### config.mk
export PLATFORM = sky130hd
export DESIGN_NAME = riscv_fetch_unit_flat
export DESIGN_NICKNAME = d
export VERILOG_FILES = /design/src/rtl/riscv_fetch_unit_if.sv /design/src/rtl/riscv_fetch_unit.sv /design/src/flat_wrapper.sv
export SDC_FILE = /design/constraint.sdc
export NUM_CORES = 1
export LEC_CHECK = 0
export CAP_MARGIN = 30
export CORE_UTILIZATION = 40
export CTS_CLUSTER_DIAMETER = 200
export DETAILED_ROUTE_END_ITERATION = 7
export SYNTH_ARGS = -nofsm -noshare
export SYNTH_HDL_FRONTEND = slang
export SYNTH_SLANG_ARGS = --single-unit
### constraint.sdc
create_clock -name clk -period 4.6 [get_ports clk]
set_clock_uncertainty 0.1 [all_clocks]
set_input_delay 0.92 -clock clk [delete_from_list [all_inputs] [get_ports clk]]
set_output_delay 0.92 -clock clk [all_outputs]
set_load 0.02 [all_outputs]
### src/rtl/riscv_fetch_unit_if.sv
// Fetch-unit bus bundle: instruction-memory request/response and decoder handshake.
// The fetch unit drives through the master modport; the memory/decoder side is the slave.
interface riscv_fetch_unit_if #(
  parameter int XLEN = 32
);
  logic            imem_req_valid;
  logic            imem_req_ready;
  logic [XLEN-1:0] imem_addr;
  logic            imem_rsp_valid;
  logic [31:0]     imem_rsp_data;
  logic            inst_valid;
  logic            inst_ready;
  logic [31:0]     inst_data;
  logic [XLEN-1:0] inst_pc;

  modport master (
    output imem_req_valid,
    output imem_addr,
    input  imem_req_ready,
    input  imem_rsp_valid,
    input  imem_rsp_data,
    output inst_valid,
    output inst_data,
    output inst_pc,
    input  inst_ready
  );

  modport slave (
    input  imem_req_valid,
    input  imem_addr,
    output imem_req_ready,
    output imem_rsp_valid,
    output imem_rsp_data,
    input  inst_valid,
    input  inst_data,
    input  inst_pc,
    output inst_ready
  );
endinterface

### src/rtl/riscv_fetch_unit.sv
// Instruction fetch front end: PC gen, one-outstanding imem requests, FWFT prefetch FIFO.
// Define FETCH_BYPASS_EN to forward a response straight to the decoder when the FIFO is empty.
module riscv_fetch_unit #(
  parameter int              XLEN         = 32,
  parameter logic [XLEN-1:0] RESET_VECTOR = '0,
  parameter int              FIFO_DEPTH   = 4
) (
  input  logic                        clk,
  input  logic                        reset,
  riscv_fetch_unit_if.master          bus,
  input  logic                        redirect_valid,
  input  logic [XLEN-1:0]             redirect_pc,
  output logic [XLEN-1:0]             fetch_pc,
  output logic [$clog2(FIFO_DEPTH):0] occupancy
);

  localparam int AW = $clog2(FIFO_DEPTH);
  localparam int CW = AW + 1;

  typedef enum logic [1:0] {
    S_REQ,
    S_WAIT,
    S_DISCARD
  } state_t;

  typedef struct packed {
    logic [31:0]     data;
    logic [XLEN-1:0] pc;
  } fq_t;

  state_t          state_q;
  state_t          state_d;
  logic            run_q;
  logic [XLEN-1:0] pc_q;
  logic [XLEN-1:0] pc_d;
  logic [XLEN-1:0] req_pc_q;
  fq_t             mem_q [FIFO_DEPTH];
  logic [AW-1:0]   rd_q;
  logic [AW-1:0]   wr_q;
  logic [CW-1:0]   cnt_q;

  logic            full;
  logic            empty;
  logic            flush;
  logic            hs;
  logic            rsp;
  logic            push;
  logic            pop;
  logic            byp;
  fq_t             head;
  fq_t             rsp_e;
  logic            unused_bits;

  assign unused_bits = ^redirect_pc[1:0];

  assign full  = cnt_q == CW'(FIFO_DEPTH);
  assign empty = cnt_q == '0;
  assign flush = redirect_valid;
  assign rsp   = bus.imem_rsp_valid;
  assign head  = mem_q[rd_q];
  assign rsp_e = '{data: bus.imem_rsp_data, pc: req_pc_q};

  // run_q holds off the first request for one cycle after reset release
  assign bus.imem_req_valid = run_q && (state_q == S_REQ) && !full;
  assign bus.imem_addr      = pc_q;
  assign hs = bus.imem_req_valid && bus.imem_req_ready;

`ifdef FETCH_BYPASS_EN
  assign byp = (state_q == S_WAIT) && rsp && !flush && empty;
`else
  assign byp = 1'b0;
`endif

  assign bus.inst_valid = !empty || byp;
  assign bus.inst_data  = !empty ? head.data :
                          byp    ? rsp_e.data : '0;
  assign bus.inst_pc    = !empty ? head.pc :
                          byp    ? rsp_e.pc : '0;

  assign pop  = !empty && bus.inst_ready && !flush;
  assign push = (state_q == S_WAIT) && rsp && !flush &&
                !(byp && bus.inst_ready);

  assign fetch_pc  = pc_q;
  assign occupancy = cnt_q;

  always_comb begin
    state_d = state_q;
    unique case (state_q)
      S_REQ: begin
        if (hs) state_d = flush ? S_DISCARD : S_WAIT;
      end
      S_WAIT: begin
        if (rsp)        state_d = S_REQ;
        else if (flush) state_d = S_DISCARD;
      end
      S_DISCARD: begin
        if (rsp) state_d = S_REQ;
      end
      default: state_d = S_REQ;
    endcase
  end

  always_comb begin
    pc_d = pc_q;
    if (flush)   pc_d = {redirect_pc[XLEN-1:2], 2'b00};
    else if (hs) pc_d = pc_q + XLEN'(4);
  end

  always_ff @(posedge clk or negedge reset) begin
    if (!reset) begin
      state_q  <= S_REQ;
      run_q    <= 1'b0;
      pc_q     <= {RESET_VECTOR[XLEN-1:2], 2'b00};
      req_pc_q <= '0;
    end else begin
      state_q <= state_d;
      run_q   <= 1'b1;
      pc_q    <= pc_d;
      if (hs) req_pc_q <= pc_q;
    end
  end

  always_ff @(posedge clk or negedge reset) begin
    if (!reset) begin
      rd_q  <= '0;
      wr_q  <= '0;
      cnt_q <= '0;
      for (int i = 0; i < FIFO_DEPTH; i++) mem_q[i] <= '0;
    end else if (flush) begin
      rd_q  <= '0;
      wr_q  <= '0;
      cnt_q <= '0;
    end else begin
      if (push) begin
        mem_q[wr_q] <= rsp_e;
        wr_q        <= wr_q + 1'b1;
      end
      if (pop) rd_q <= rd_q + 1'b1;
      unique case ({push, pop})
        2'b10:   cnt_q <= cnt_q + 1'b1;
        2'b01:   cnt_q <= cnt_q - 1'b1;
        default: cnt_q <= cnt_q;
      endcase
    end
  end

endmodule

### src/flat_wrapper.sv
// flat-port wrapper written by rule: the top's interface ports become plain ports
module riscv_fetch_unit_flat 
#(
  parameter int              XLEN         = 32,
  parameter logic [XLEN-1:0] RESET_VECTOR = '0,
  parameter int              FIFO_DEPTH   = 4
)
  (clk, reset, redirect_valid, redirect_pc, fetch_pc, occupancy, bus_imem_req_valid, bus_imem_addr, bus_imem_req_ready, bus_imem_rsp_valid, bus_imem_rsp_data, bus_inst_valid, bus_inst_data, bus_inst_pc, bus_inst_ready);
  riscv_fetch_unit_if #(.XLEN(XLEN)) bus_i ();
  input  logic clk;
  input  logic reset;
  input  logic redirect_valid;
  input  logic [XLEN-1:0] redirect_pc;
  output logic [XLEN-1:0] fetch_pc;
  output logic [$clog2(FIFO_DEPTH):0] occupancy;
  output wire logic [$bits(bus_i.imem_req_valid)-1:0] bus_imem_req_valid;
  output wire logic [$bits(bus_i.imem_addr)-1:0] bus_imem_addr;
  input wire logic [$bits(bus_i.imem_req_ready)-1:0] bus_imem_req_ready;
  input wire logic [$bits(bus_i.imem_rsp_valid)-1:0] bus_imem_rsp_valid;
  input wire logic [$bits(bus_i.imem_rsp_data)-1:0] bus_imem_rsp_data;
  output wire logic [$bits(bus_i.inst_valid)-1:0] bus_inst_valid;
  output wire logic [$bits(bus_i.inst_data)-1:0] bus_inst_data;
  output wire logic [$bits(bus_i.inst_pc)-1:0] bus_inst_pc;
  input wire logic [$bits(bus_i.inst_ready)-1:0] bus_inst_ready;
  assign bus_imem_req_valid = bus_i.imem_req_valid;
  assign bus_imem_addr = bus_i.imem_addr;
  assign bus_i.imem_req_ready = bus_imem_req_ready;
  assign bus_i.imem_rsp_valid = bus_imem_rsp_valid;
  assign bus_i.imem_rsp_data = bus_imem_rsp_data;
  assign bus_inst_valid = bus_i.inst_valid;
  assign bus_inst_data = bus_i.inst_data;
  assign bus_inst_pc = bus_i.inst_pc;
  assign bus_i.inst_ready = bus_inst_ready;
  riscv_fetch_unit #(.XLEN(XLEN), .RESET_VECTOR(RESET_VECTOR), .FIFO_DEPTH(FIFO_DEPTH)) u_core (.clk(clk), .reset(reset), .bus(bus_i), .redirect_valid(redirect_valid), .redirect_pc(redirect_pc), .fetch_pc(fetch_pc), .occupancy(occupancy));
endmodule
Word-level counts from Yosys, hierarchy flattened. Cells that the tools add are included.

Order comparisons: 3. Bitwise logic cells: 3. Equality and inequality tests: 8. Add/subtract/negate cells: 5. Reduce and logical (&&, ||, !) cells: 19. Mux-type cells: 22.

Operator list (number): $bwmux W256 (1); $mux W64 (3); $bmux W64 S2 (1); $demux W64 S2 (1); $mux W32 (4); $add A32 B3 Y32 const B (1); $mux W2 (9); $logic_and A1 B1 Y1 (8); $ge A3 B3 Y1 const B (2); $not A2 Y3 (2); $pmux W2 S3 (1); $pmux W3 S2 (1); $reduce_bool A2 Y1 (3); $add A2 B1 Y2 const B (2); $eq A2 B1 Y1 const B (2); $eq A2 B2 Y1 const B (2); $add A3 B1 Y3 const B (1); $eq A3 B3 Y1 const B (1); $logic_not A1 Y1 (3); $logic_not A3 Y1 (1); $lt A3 B1 Y1 const B (1); $mux W3 (1); $ne A3 B3 Y1 const B (1); $reduce_and A3 Y1 (1); other kinds (7) (7).

Register bits after elaboration: 330. Output and inout bits: 133. Input bits: 70.

Longest topological paths before layout. Gate-level depths: netlist of run 1.

Depth after elaboration: 7. Depth in mapped cells: 8. Gate-level depth less buffers: 7.

Worst setup path after synthesis of run 1. OpenSTA, ideal clock, no wires.

Kind: in2reg. Start point: input redirect_valid. End point: register u_core.cnt_q[2], in the netlist u_core.occupancy[2]. Cell stages on the path: 8. Setup time: 0.132 ns. Path slack: 1.796 ns. Arrival time: 2.572 ns. Path through: clkbuf_1 > buf_1 > buf_1 > nor2_1 > fa_1 > mux2i_1 > xnor2_1 > nor2_1.

Longest elaborated chain between the ends: 5. Elaborated cells between the ends (all ways): 8. Classes of those cells: eq/ne (2); mux (2); reduce/logical (4).

Ends and longest elaborated chain: start: declaration (RTL line flat_wrapper.sv:12) `input logic redirect_valid;`; $logic_not A1 Y1 (RTL line riscv_fetch_unit.sv:80, riscv_fetch_unit.sv:81); $logic_and A1 B1 Y1, on equally long branches (RTL line riscv_fetch_unit.sv:80, riscv_fetch_unit.sv:81); $eq A2 B1 Y1 or $eq A2 B2 Y1 (tied branches) (RTL line riscv_fetch_unit.sv:140) `unique case ({push, pop})`; $pmux W3 S2 (RTL line riscv_fetch_unit.sv:140); $mux W3 (RTL line riscv_fetch_unit.sv:130) `end else if (flush) begin`; end signal: assignment (RTL line riscv_fetch_unit.sv:141) `2'b10: cnt_q <= cnt_q + 1'b1;`; end signal: assignment (RTL line riscv_fetch_unit.sv:142) `2'b01: cnt_q <= cnt_q - 1'b1;`; end signal: assignment (RTL line riscv_fetch_unit.sv:143) `default: cnt_q <= cnt_q;`; end: declaration (RTL line riscv_fetch_unit.sv:40) `logic [CW-1:0] cnt_q;`.

Parallel ways exist; a longest one is shown, timed or not. A chain may end at the register's enable or synchronous reset.

Final worst setup path of run 1.
Start point: register u_core.rd_q[0]. End point: output bus_inst_pc[6].

Longest elaborated chain between the ends: 5.

Ends and longest elaborated chain: start: declaration (RTL line riscv_fetch_unit.sv:38) `logic [AW-1:0] rd_q;`; start signal: assignment (RTL line riscv_fetch_unit.sv:139) `if (pop) rd_q <= rd_q + 1'b1;`; $not A2 Y3 (not written as such) (RTL line riscv_fetch_unit.sv:60) `assign head = mem_q[rd_q];`; $bmux W64 S2 (RTL line riscv_fetch_unit.sv:60); $mux W64 (not written as such) (2 in a row) (RTL line riscv_fetch_unit.sv:60); $mux W32 (RTL line riscv_fetch_unit.sv:77) `assign bus.inst_pc = !empty ? head.pc :`; end: declaration (RTL line flat_wrapper.sv:23) `output wire logic [$bits(bus_i.inst_pc)-1:0] bus_inst_pc;`.

No other way between the ends. The select of a mux whose other input is x is not followed.

==> flow_results.org, run 1 <==
** Synth
- Multiplexer share of the synthesized area :: 28.9%
- Number of synthesized flops with an enable pin :: 0
- The synthesized netlist devotes 1.40% of its cell area to compound gates.
- After synthesis, the largest family of logic cells by area is multiplexers.
- The most used flip-flop cell after synthesis is dfrtp_1.
- For this run, the number of Yosys warnings is 0.
- Mapped Cells :: 1078
- Basic-gate share of the synthesized area counting and, or, nand and nor cells :: 9.27%
- The synthesized design contains 318 register bits.
- After synthesis the cells add up to 0.0147 sq mm.
- Of the total synthesized cell area, the portion taken by XOR and XNOR cells is 1.73%.
- Avg Synthesized Cell Area :: 13.6 sq um
- Fraction of registers with async set or reset after synthesis :: 100%
- Adder-cell share of the synthesized area :: 0.562%
- Counting distinct cell types in the post-synthesis netlist gives 44.
- Sequential elements use 54.2% of the synthesized area.

** Min path
- The min-delay analysis places its worst path in the category flop to flop.

** Floorplanning
- In this run the core area contains 69 standard-cell rows.
- The die covers 0.0375 sq mm.
- Chip height :: 194 um
- After floorplanning, the core was sized to cover 0.0358 sq mm.
- Starting density of the core :: 41.0%
- Number of top-level pins :: 203
- Die width :: 194 um

** Setup path
- STA classifies the critical path startpoint as a flop.
- The signal on the critical path passes through buf_4, mux4_2, and2_1, clkdlybuf4s50_1.
- CP bufs+invs :: 2
- Among all stages on the critical path, the largest delay is contributed by dfrtp_4.
- Setup CP Type :: flop to primary output
- Dominant delay contributor by cell family on the critical path :: buffers and inverters
- Critical path fanouts, max :: 28
- Largest stage delay, worst path :: 0.85 ns
- Arrival @ worst endpoint :: 3.01 ns
- STA puts the critical path data required time at 3.58 ns.
- Category of the worst setup path capture point :: primary output

** Clock tree
- TritonCTS built the clock tree.
- Hold repair after CTS inserted 0 buffers.
- Post-CTS Repair Setup Buffers :: 0
- Clock transition at path regs :: 0.06 ns
- Number of clock sinks seen by CTS :: 318
- Skew-Pair Late Insertion Delay :: 0.51 ns
- CTS HTree Levels :: 2
- Buffer levels on the longest clock path :: 3
- Clock root buffer :: clkbuf_16
- In this run, post-CTS repair resized a total of 0 instances.
- In this run, CTS created clock tree buffers numbering 36.

** Timing
- The smallest clock period supported by the final layout is computed as 4.03 ns.
- In the post-route analysis, the smallest setup slack over all paths is 0.573 ns.
- Across all hold checks on the routed design, the worst slack comes to 0.383 ns.
- Count of final hold-check violations :: 0
- Final period utilization :: 87.5%
- Number of setup violations in the final report :: 0
- Slew at the pin closest to its max-slew limit :: 0.957 ns
- Max_slew headroom :: 36.2%
- The count of final max-slew check failures came to 0.
- Setup TNS :: 0 ns
- Setup repair after global routing left no endpoint under its margin.
- Timing would allow up to 248 MHz.

** Place
- Routability-driven placement finished with a final weighted congestion of 0.732.
- Before CTS, the worst setup slack after placement is 1.03 ns.
- Counting tap cells, the placed design contains a total of 1660 instances.
- Count of input and output buffers :: 194
- DPL Wire Length :: 20.7 mm

** GRT
- Total gr overflow :: 0
- GRT Total Usage :: 18.4%
- The first global-routing pass estimated 55.0 mm of wire.
- The initial antenna violation count came to 1.
- The via count of the first global-routing pass came to 9776.
- Entering global routing, the biggest net connects 120 pins.

** Power and ir drop
- Leakage power figure :: 0.00862 uW
- Sw Ratio :: 30.2%
- Power spread over the standard cell area amounts to 503 mW/mm^2.
- VDD IR max :: 0.309 mV
- The share of total power dissipated in the clock network is 32.0%.
- Per report_power, the sequential group accounts for 40.2% of the total.
- Net Switching :: 2770 uW
- The design draws 9160 uW.
- Internal portion of total power :: 6390 uW
- Combinational logic burns 27.8% of the power.

** Finish
- Cells with a size suffix above 1 make up 12.9% of the layout.
- Signed area change from the synthesized netlist to the final layout :: 24.0%
- After the flow finishes, the layout carries non-filler instances totaling 1724.
- The final layout contains 1313 nets.
- Leading cell type in the layout, fill and taps excluded :: dfrtp_1
- Commonest cells after routing, fill and taps aside :: dfrtp_1, mux2_1, clkdlybuf4s50_1

** Detailed routing
- DRT iter0 DRCs :: 408
- Using the TritonRoute via totals, the vias-per-cell ratio works out to 5.22.
- Final wirelength :: 33.5 mm
- Mean routed wirelength per cell :: 19.4 um
- Detailed routing inserted a total of 8999 vias.
- The pre-antenna-repair detailed-routing pass consisted of 4 iterations.
- After detailed routing, the number of remaining DRC violations is 0.
- The detail route stage leaves a number of antenna-violating nets equal to 0.

** Run status
- Status :: completed

** Run
- The tool flagged a number of max-cap violations equal to 0.
[cell type report]
type,count,area [sq um]
Antenna cell,1,2.50
Clock buffer,56,1110
Clock inverter,7,121
Fill cell,3142,17600
Inverter,4,15.0
Multi-Input combinational cell,662,6220
Sequential cell,318,7970
Tap cell,461,577
Timing Repair Buffer,215,2210
[layer usage]
layer,track usage (%),vias up,wire [um]
met5,0,-,0
met4,4.09,0,420
met3,3.46,37,1540
met2,29.8,180,15900
met1,25.8,4685,15600
li1,-,4097,-
[power by group through the flow]
| stage | Sequential [uW] | Clock (uW) | Combinational, uW |
|---|---|---|---|
| after floorplan | 3560 | 0 | 1660 |
| after global placement | 3720 | 0 | 2580 |
| after detailed placement | 3740 | 0 | 2600 |
| after CTS | 3690 | 3010 | 2610 |
| after global routing | 3770 | 3130 | 2760 |
| final | 3690 | 2930 | 2540 |
[synth_stat cells (6+ instances only)]
cell type / n / area, sq um
and2_1: 65 / 407
and3_1: 8 / 50.1
buf_2: 35 / 175
buf_4: 36 / 270
clkbuf_1: 22 / 82.6
dfrtp_1: 318 / 7960
mux2_1: 240 / 2700
mux2_2: 10 / 113
mux4_2: 62 / 1400
nand2_1: 128 / 480
nand3_1: 15 / 75.1
nand4_1: 13 / 81.3
nor2_1: 13 / 48.8
nor3_1: 6 / 30.0
o21ai_1: 26 / 130
xnor2_1: 11 / 96.3
xor2_1: 18 / 158
[stage by stage]
stage | util, % | instance area [sq um]
floorplan | - | 14700
global placement | 47.2 | 16900
detailed placement | 47.4 | 17000
CTS | 50.8 | 18200
global route | 50.8 | 18200
finish | 50.8 | 18200
[state kept, by name, summed over array words and instances (netlist names)]
name / flops
u_core.mem_q: 248
u_core.bus.imem_addr: 30
u_core.req_pc_q: 30
u_core.occupancy: 3
u_core.rd_q: 2
u_core.state_q: 2
u_core.wr_q: 2
u_core.run_q: 1
[logic make-up after synthesis]
group / Yosys count
buf+inv: 103
flops: 318
simple gates: 267
compound gates: 37
other cells: 2
fa+ha+maj: 6
xor+xnor: 29
mux: 316
[final timing paths]
path | endpoint | startpoint | slack, ns | depth (start not counted)
worst max-delay path | bus_inst_pc[6] | u_core.rd_q[0] | 0.57 | 4
worst min-delay path | u_core.mem_q[48] | u_core.mem_q[48] | 0.38 | 1
worst max register to register | u_core.occupancy[2] | u_core.occupancy[0] | 2.02 | 7
worst min register to register | u_core.mem_q[48] | u_core.mem_q[48] | 0.38 | 1
max in group asynchronous | u_core.bus.imem_addr[22] | reset | 2.96 | 2
min in group asynchronous | u_core.bus.imem_addr[29] | reset | 0.39 | 1
Power figures use the tool's default switching activity.
==> run 2, diff against run 1 <==
SLEW_MARGIN = 20   (was default)
==> results of run 2 <==
Final layout, timing and power as in run 1 (identical DEF).
